<file path="config.mk">
export PLATFORM = sky130hd
export DESIGN_NAME = adder_pipe
export DESIGN_NICKNAME = d
export VERILOG_FILES = /design/src/rtl/adder_pkg.sv /design/src/rtl/adder_seg.sv /design/src/rtl/adder_pipe.sv
export SDC_FILE = /design/constraint.sdc
export NUM_CORES = 1
export LEC_CHECK = 0
export BUFFER_PORTS_ARGS = -buffer_cell sky130_fd_sc_hd__buf_4
export CAP_MARGIN = 20
export CORE_UTILIZATION = 30
export CTS_CLUSTER_DIAMETER = 50
export CTS_CLUSTER_SIZE = 12
export DETAILED_ROUTE_END_ITERATION = 16
export PLACE_DENSITY_LB_ADDON = 0.05
export SLEW_MARGIN = 15
export SYNTH_ARGS = -nofsm -noshare
export SYNTH_HDL_FRONTEND = slang
export SYNTH_SLANG_ARGS = --single-unit
</file>
<file path="constraint.sdc">
create_clock -name Clk -period 2.2 [get_ports Clk]
set_input_delay 0.22 -clock Clk [delete_from_list [all_inputs] [get_ports Clk]]
set_output_delay 0.22 -clock Clk [all_outputs]
set_load 0.005 [all_outputs]
</file>
<file path="src/rtl/adder_pkg.sv">
// Shared types and helpers for the pipelined segmented adder/subtractor.
package adder_pkg;

    localparam int MAX_W = 64;

    localparam logic ADD = 1'b0;
    localparam logic SUB = 1'b1;

    // One pipeline stage: resolved low sum bits, running carry and the operands still to be consumed.
    typedef struct packed {
        logic             valid;
        logic             carry;
        logic [MAX_W-1:0] sum_lo;
        logic [MAX_W-1:0] a_hi;
        logic [MAX_W-1:0] b_hi;
    } stage_rec_t;

    function automatic int nstage(input int width, input int seg);
        return width / seg;
    endfunction

endpackage

</file>
<file path="src/rtl/adder_seg.sv">
// Combinational SEG-bit ripple-carry slice; also exposes the carry into its MSB for overflow detection.
module adder_seg
    import adder_pkg::*;
#(
    parameter int SEG = 2
) (
    input  logic [SEG-1:0] a,
    input  logic [SEG-1:0] b,
    input  logic           ci,
    output logic [SEG-1:0] s,
    output logic           co,
    output logic           c_msb_in
);

    logic [SEG:0] c;

    always_comb begin
        c    = '0;
        s    = '0;
        c[0] = ci;
        for (int i = 0; i < SEG; i++) begin
            s[i]     = a[i] ^ b[i] ^ c[i];
            c[i + 1] = (a[i] & b[i]) | (c[i] & (a[i] ^ b[i]));
        end
        co       = c[SEG];
        c_msb_in = c[SEG-1];
    end

endmodule

</file>
<file path="src/rtl/adder_pipe.sv">
// Pipelined adder/subtractor resolving SEG bits per stage with a whole-pipe valid/ready stall.
// Define ADDER_OVF_EN to register a two's-complement overflow flag; otherwise Ovf is tied low.
module adder_pipe
    import adder_pkg::*;
#(
    parameter int WIDTH = 8,
    parameter int SEG   = 2
) (
    input  logic             Clk,
    input  logic             Rst,
    input  logic             In_valid,
    output logic             In_ready,
    input  logic [WIDTH-1:0] A,
    input  logic [WIDTH-1:0] B,
    input  logic             Cin,
    input  logic             Sub,
    output logic             Out_valid,
    input  logic             Out_ready,
    output logic [WIDTH-1:0] S,
    output logic             Cout,
    output logic             Ovf
);

    localparam int NSTAGE = nstage(WIDTH, SEG);

    if (WIDTH < 1 || WIDTH > MAX_W) begin : g_bad_width
        $error("adder_pipe: WIDTH must be between 1 and MAX_W");
    end
    if (SEG < 1 || (WIDTH % SEG) != 0) begin : g_bad_seg
        $error("adder_pipe: WIDTH must be a multiple of SEG");
    end

    logic       advance;
    stage_rec_t fin;

    for (genvar k = 0; k < NSTAGE; k++) begin : g_stage
        stage_rec_t     r_in;
        stage_rec_t     r_nx;
        stage_rec_t     rec_p;
        logic [SEG-1:0] s_seg;
        logic           co;
        logic           c_msb;
        logic           unused_cmsb;

        // Stage 0 takes the operands straight from the input port; subtraction becomes A + ~B + ~Cin.
        if (k == 0) begin : g_first
            always_comb begin
                r_in                   = '0;
                r_in.valid             = In_valid;
                r_in.carry             = (Sub == ADD) ? Cin : ~Cin;
                r_in.a_hi[WIDTH-1:0]   = A;
                r_in.b_hi[WIDTH-1:0]   = (Sub == SUB) ? ~B : B;
            end
        end else begin : g_next
            assign r_in = g_stage[k-1].rec_p;
        end

        adder_seg #(.SEG(SEG)) u_seg (
            .a        (r_in.a_hi[k*SEG +: SEG]),
            .b        (r_in.b_hi[k*SEG +: SEG]),
            .ci       (r_in.carry),
            .s        (s_seg),
            .co       (co),
            .c_msb_in (c_msb)
        );

        always_comb begin
            r_nx                       = r_in;
            r_nx.carry                 = co;
            r_nx.sum_lo[k*SEG +: SEG]  = s_seg;
        end

        // Stage k register boundary.
        always_ff @(posedge Clk) begin
            if (Rst) begin
                rec_p <= '0;
            end else if (advance) begin
                rec_p <= r_nx;
            end
        end

        assign unused_cmsb = c_msb;
    end

    assign fin       = g_stage[NSTAGE-1].rec_p;
    assign advance   = !fin.valid || Out_ready;
    assign In_ready  = advance;
    assign Out_valid = fin.valid;
    assign S         = fin.sum_lo[WIDTH-1:0];
    assign Cout      = fin.carry;

`ifdef ADDER_OVF_EN
    logic ovf_p;

    // Overflow flag registered in lockstep with the final stage.
    always_ff @(posedge Clk) begin
        if (Rst) begin
            ovf_p <= 1'b0;
        end else if (advance) begin
            ovf_p <= g_stage[NSTAGE-1].c_msb ^ g_stage[NSTAGE-1].co;
        end
    end

    assign Ovf = ovf_p;
`else
    assign Ovf = 1'b0;
`endif

    logic unused_fin;
    assign unused_fin = ^{fin.a_hi, fin.b_hi, fin.sum_lo};

endmodule

</file>
Word-level counts from Yosys, hierarchy flattened
Index checks and enable logic that the tools add are counted.

Muxes and demuxes: 2. Bitwise logic cells: 42. Reductions and logical operators: 2.

Operators with widths (number): $and 1x1->1 (16); $xor 1x1->1 (16); $mux 8 (1); $not 8->8 (1); $or 1x1->1 (8); $logic_not 1->1 (1); $logic_or 1x1->1 (1); $mux 1 (1); $not 1->1 (1).

Logic and storage cells: 64. Output and inout port bits: 12. Input port bits: 22. Register bits: 76.

Logic depth before layout (Yosys ltp)
Depth in word-level cells: 7. Gate-level depth with buffers: 7. Gate-level depth less buffers: 6.

Cells and area by module
From an unflattened synthesis, not the netlist that was laid out.

Cell total of the unflattened synthesis: 240. Area, all modules: 2317.2 um^2.

By module, submodules not included: adder_pipe (area an instance 2157.1 um^2, cells each 232, sequential area each 1041.0 um^2, instances 1); adder_seg (area an instance 40.0 um^2, cells each 2, sequential area each 0.0 um^2, instances 4).

Least setup slack after synthesis
No wires, ideal clock.

Path kind: input to register. Start point: in Sub. End point: reg g_stage[0].rec_p[129] in the netlist's numbering. Stages: 7. Setup time: 132 ps. Slack: 596 ps. Data arrival time: 1472 ps. Buffers on the path: 1. Required time: 2068 ps. Cells stage by stage: buf_4 -> xnor2_1 -> fa_1 -> inv_1 -> fa_1 -> nand2_1 -> a21oi_1.

Word-level cells in the longest chain between the ends: 5. Elaborated cells on any way between the ends: 8. Those cells by class: mux: 2; bitwise: 6.

Ends and longest elaborated chain: start, declared (RTL line adder_pipe.sv:16) `input logic Sub,`; $mux 8 (RTL line adder_pipe.sv:52) `r_in.b_hi[WIDTH-1:0] = (Sub == SUB) ? ~B : B;`; $xor 1x1->1 (RTL line adder_seg.sv:23) `c[i + 1] = (a[i] & b[i]) | (c[i] & (a[i] ^ b[i]));`; $and 1x1->1 (RTL line adder_seg.sv:23); $or 1x1->1 (RTL line adder_seg.sv:23); $xor 1x1->1 (*) (RTL line adder_seg.sv:22) `s[i] = a[i] ^ b[i] ^ c[i];`; named net g_stage[0].s_seg[1] (RTL line adder_pipe.sv:40) `logic [SEG-1:0] s_seg;`; end signal, assigned (RTL line adder_pipe.sv:78) `rec_p <= r_nx;`; end, declared (RTL line adder_pipe.sv:39) `stage_rec_t rec_p;`.

Mark *: on every way through the listed nets, which the timed path passes. The rest lies on a longest branch. A chain may end at the register's enable or synchronous reset.

Final worst setup path
Start point: reg g_stage[3].rec_p, in the netlist Out_valid. End point: out In_ready.

Word-level cells in the longest chain between the ends: 2.

Ends and longest elaborated chain: start, declared (RTL line adder_pipe.sv:39); start signal, assigned (RTL line adder_pipe.sv:78); $logic_not 1->1 (RTL line adder_pipe.sv:86) `assign advance = !fin.valid || Out_ready;`; $logic_or 1x1->1 (RTL line adder_pipe.sv:86); end, declared (RTL line adder_pipe.sv:12) `output logic In_ready,`.

Every way passes these cells.

==> impl_metrics.py <==
metrics = {
    "timing": {
        "tns_ns": 0,
        "finalHoldViolations": 0,
        "drv_slew": 0,
        "tightestPinTransition_ns": 0.642,
        "rsz0062_at_grt": "false",
        "relSlewSlack": 0.572,
        "fin_crit_ns": 1.56,
        "finClkSkew_ns": 0.00552,
        "fmax_mhz": 640,
        "setup_violations": 0,
        "finalCritPeriodShare": 0.711,
    },
    "setup_path": {
        "cp.arrival_ns": 1.34,
        "critPathRequiredTime_ns": 1.98,
        "cp-end-kind": "output port",
        "crit_fanout": 64,
        "path_class": "flip-flop to output port",
        "rrSetupSlack_ns": 0.68,
        "critPathLaunchType": "flip-flop",
    },
    "final_layout": {
        "final_area_um2": 2520,
        "register_area_um2": 1040,
        "multi_input_area_um2": 952,
        "fin_nets": 298,
        "nFillCells": 741,
        "final_common_cell": "nand2_1",
        "drive_gt1_frac": 0.204,
        "layout_common_cells": "nand2_1 (70), dfxtp_1 (52), a21oi_1 (35), buf_4 (33), nor2_1 (18)",
        "syn_to_final_growth_pct": 14.3,
        "n_antenna_cell": 0,
    },
    "cts": {
        "cts_setup_buffers": 0,
        "path_clk_slew_ns": 0.09,
        "cts_buffers": 5,
        "cts_root_buffer": "clkbuf_8",
        "clkSinkCount": 52,
        "insertion_delay_ns": 0.30,
        "postCtsResizedCells": 0,
        "htree_levels": 2,
        "cts_tree": "yes",
        "clockBufferDepth": 2,
        "cts_hold_buf": 0,
    },
    "min_path": {
        "hold_path_class": "primary input to flip-flop",
    },
    "floorplanning": {
        "coreArea_um2": 6940,
        "placementRows": 30,
        "dieArea_um2": 7700,
        "ios": 34,
        "fp.dieH_um": 87.8,
        "dieWidth_um": 87.8,
        "start_util": 0.318,
    },
    "detailed_routing": {
        "dr.pass1.iters": 4,
        "met1_length_um": 2100,
        "drcViolationCount": 0,
        "wl_per_cell_um": 11.0,
        "viasPerCell": 4.17,
        "drt-total-wl_um": 4010,
        "met3_length_um": 165,
        "antenna_left": 0,
        "wl_met2_um": 1670,
        "vias": 1522,
        "top_layer": "met4",
        "drt_iter0_drc": 46,
    },
    "yosys": {
        "synth.top_cell.area_share": 0.472,
        "syn_area_um2": 2210,
        "synth_area_leaders": "dfxtp_1 (47%), nand2_1 (12%), a211oi_2 (7.9%)",
        "syn_area_per_cell_um2": 8.94,
        "yosysSeqAreaShare": 0.472,
        "syn_inst": 247,
        "yosys.area.top_type": "dfxtp_1",
        "yosys.cell_types.count": 20,
        "synth_warnings": 0,
        "ys_seq_elements": 52,
        "syn-num-nets": 277,
    },
    "place": {
        "numPortBuffers": 32,
        "placed_area_um2": 2430,
        "place_congestion": 0.629,
        "dp_hpwl_um": 2340,
    },
    "power": {
        "ir_drop_uv": 210,
        "power.density_nw_per_um2": 706,
        "cellLeakagePower_nw": 0.972,
    },
    "job": {
        "drv_cap": 0,
    },
    "global_route": {
        "track_usage": 0.119,
        "grt_max_degree": 65,
        "antenna_found_initial": 0,
        "grt_pass1_wl_um": 7010,
        "grt_pass1_vias": 1518,
        "grt_overflow": 0,
    },
    "status": {
        "status": "finished, final reports clean",
    },
}
## cell type report
class | instances | area share
clock buffer | 8 | 0.0357
inverter | 18 | 0.0288
multi-input combinational | 158 | 0.377
sequential | 52 | 0.412
tap | 96 | 0.0476
timing repair buffer | 33 | 0.0982
## worst max-delay path, cell delays in order (launching register included)
cell and delay, ns:
dfxtp_1 0.32, nor2b_4 0.14, inv_6 0.37, buf_4 0.20
## Yosys cell counts (all sizes together)
cell type	number
nand2	70
dfxtp	52
a21oi	35
inv	18
nor2	18
a211oi	16
buf	15
fa	8
xnor2	6
clkbuf	4
xor2	3
conb	1
nor2b	1
## where the power goes
part           switching [mW]  internal [mW]
combinational           0.100         0.0998
sequential             0.0286           1.00
clock                   0.294          0.257
## cells by family after synthesis
| family | count (synthesis) | share of synthesized area |
|---|---|---|
| fa+ha+maj | 8 | 0.0726 |
| xor+xnor | 9 | 0.0357 |
| other cells | 1 | 0.00170 |
| buf+inv | 37 | 0.0969 |
| compound gates | 51 | 0.166 |
| simple gates | 89 | 0.156 |
| flops | 52 | 0.472 |
## state kept, by name, indices dropped and copies added, names as in the netlist
signal and count:
Cout 1, Out_valid 1, g_stage.rec_p 42, S 8
## final timing paths
kind | start | endpoint | cells after the start
worst min register to register | g_stage[1].rec_p[5] | g_stage[1].rec_p[5] | 2
worst max register to register | g_stage[2].rec_p[6] | S[7] | 4
worst max-delay path | Out_valid | In_ready | 3
worst min-delay path | A[4] | g_stage[0].rec_p[68] | 3
## metrics by stage
| step | std cells | utilization | hold slack, ns | total power, mW | setup slack, ns |
|---|---|---|---|---|---|
| CTS | 365 | 0.363 | 0.149 | 1.82 | 0.611 |
| global placement | 357 | 0.350 | 0.440 | 1.26 | 0.515 |
| detailed placement | 357 | 0.350 | 0.445 | 1.26 | 0.504 |
| floorplan | 247 | - | 0.360 | 1.19 | 0.596 |
| global route | 365 | 0.363 | 0.157 | 1.89 | 0.546 |
| finish | 365 | 0.363 | 0.163 | 1.78 | 0.637 |
## layer usage
| metal | vias to the layer above | global-route usage |
|---|---|---|
| li1 | 815 | - |
| met1 | 669 | 0.157 |
| met2 | 30 | 0.185 |
| met3 | 8 | 0.0311 |
| met4 | 0 | 0.0492 |
| met5 | - | 0 |
Note: power is estimated with default switching activity, not from simulation.
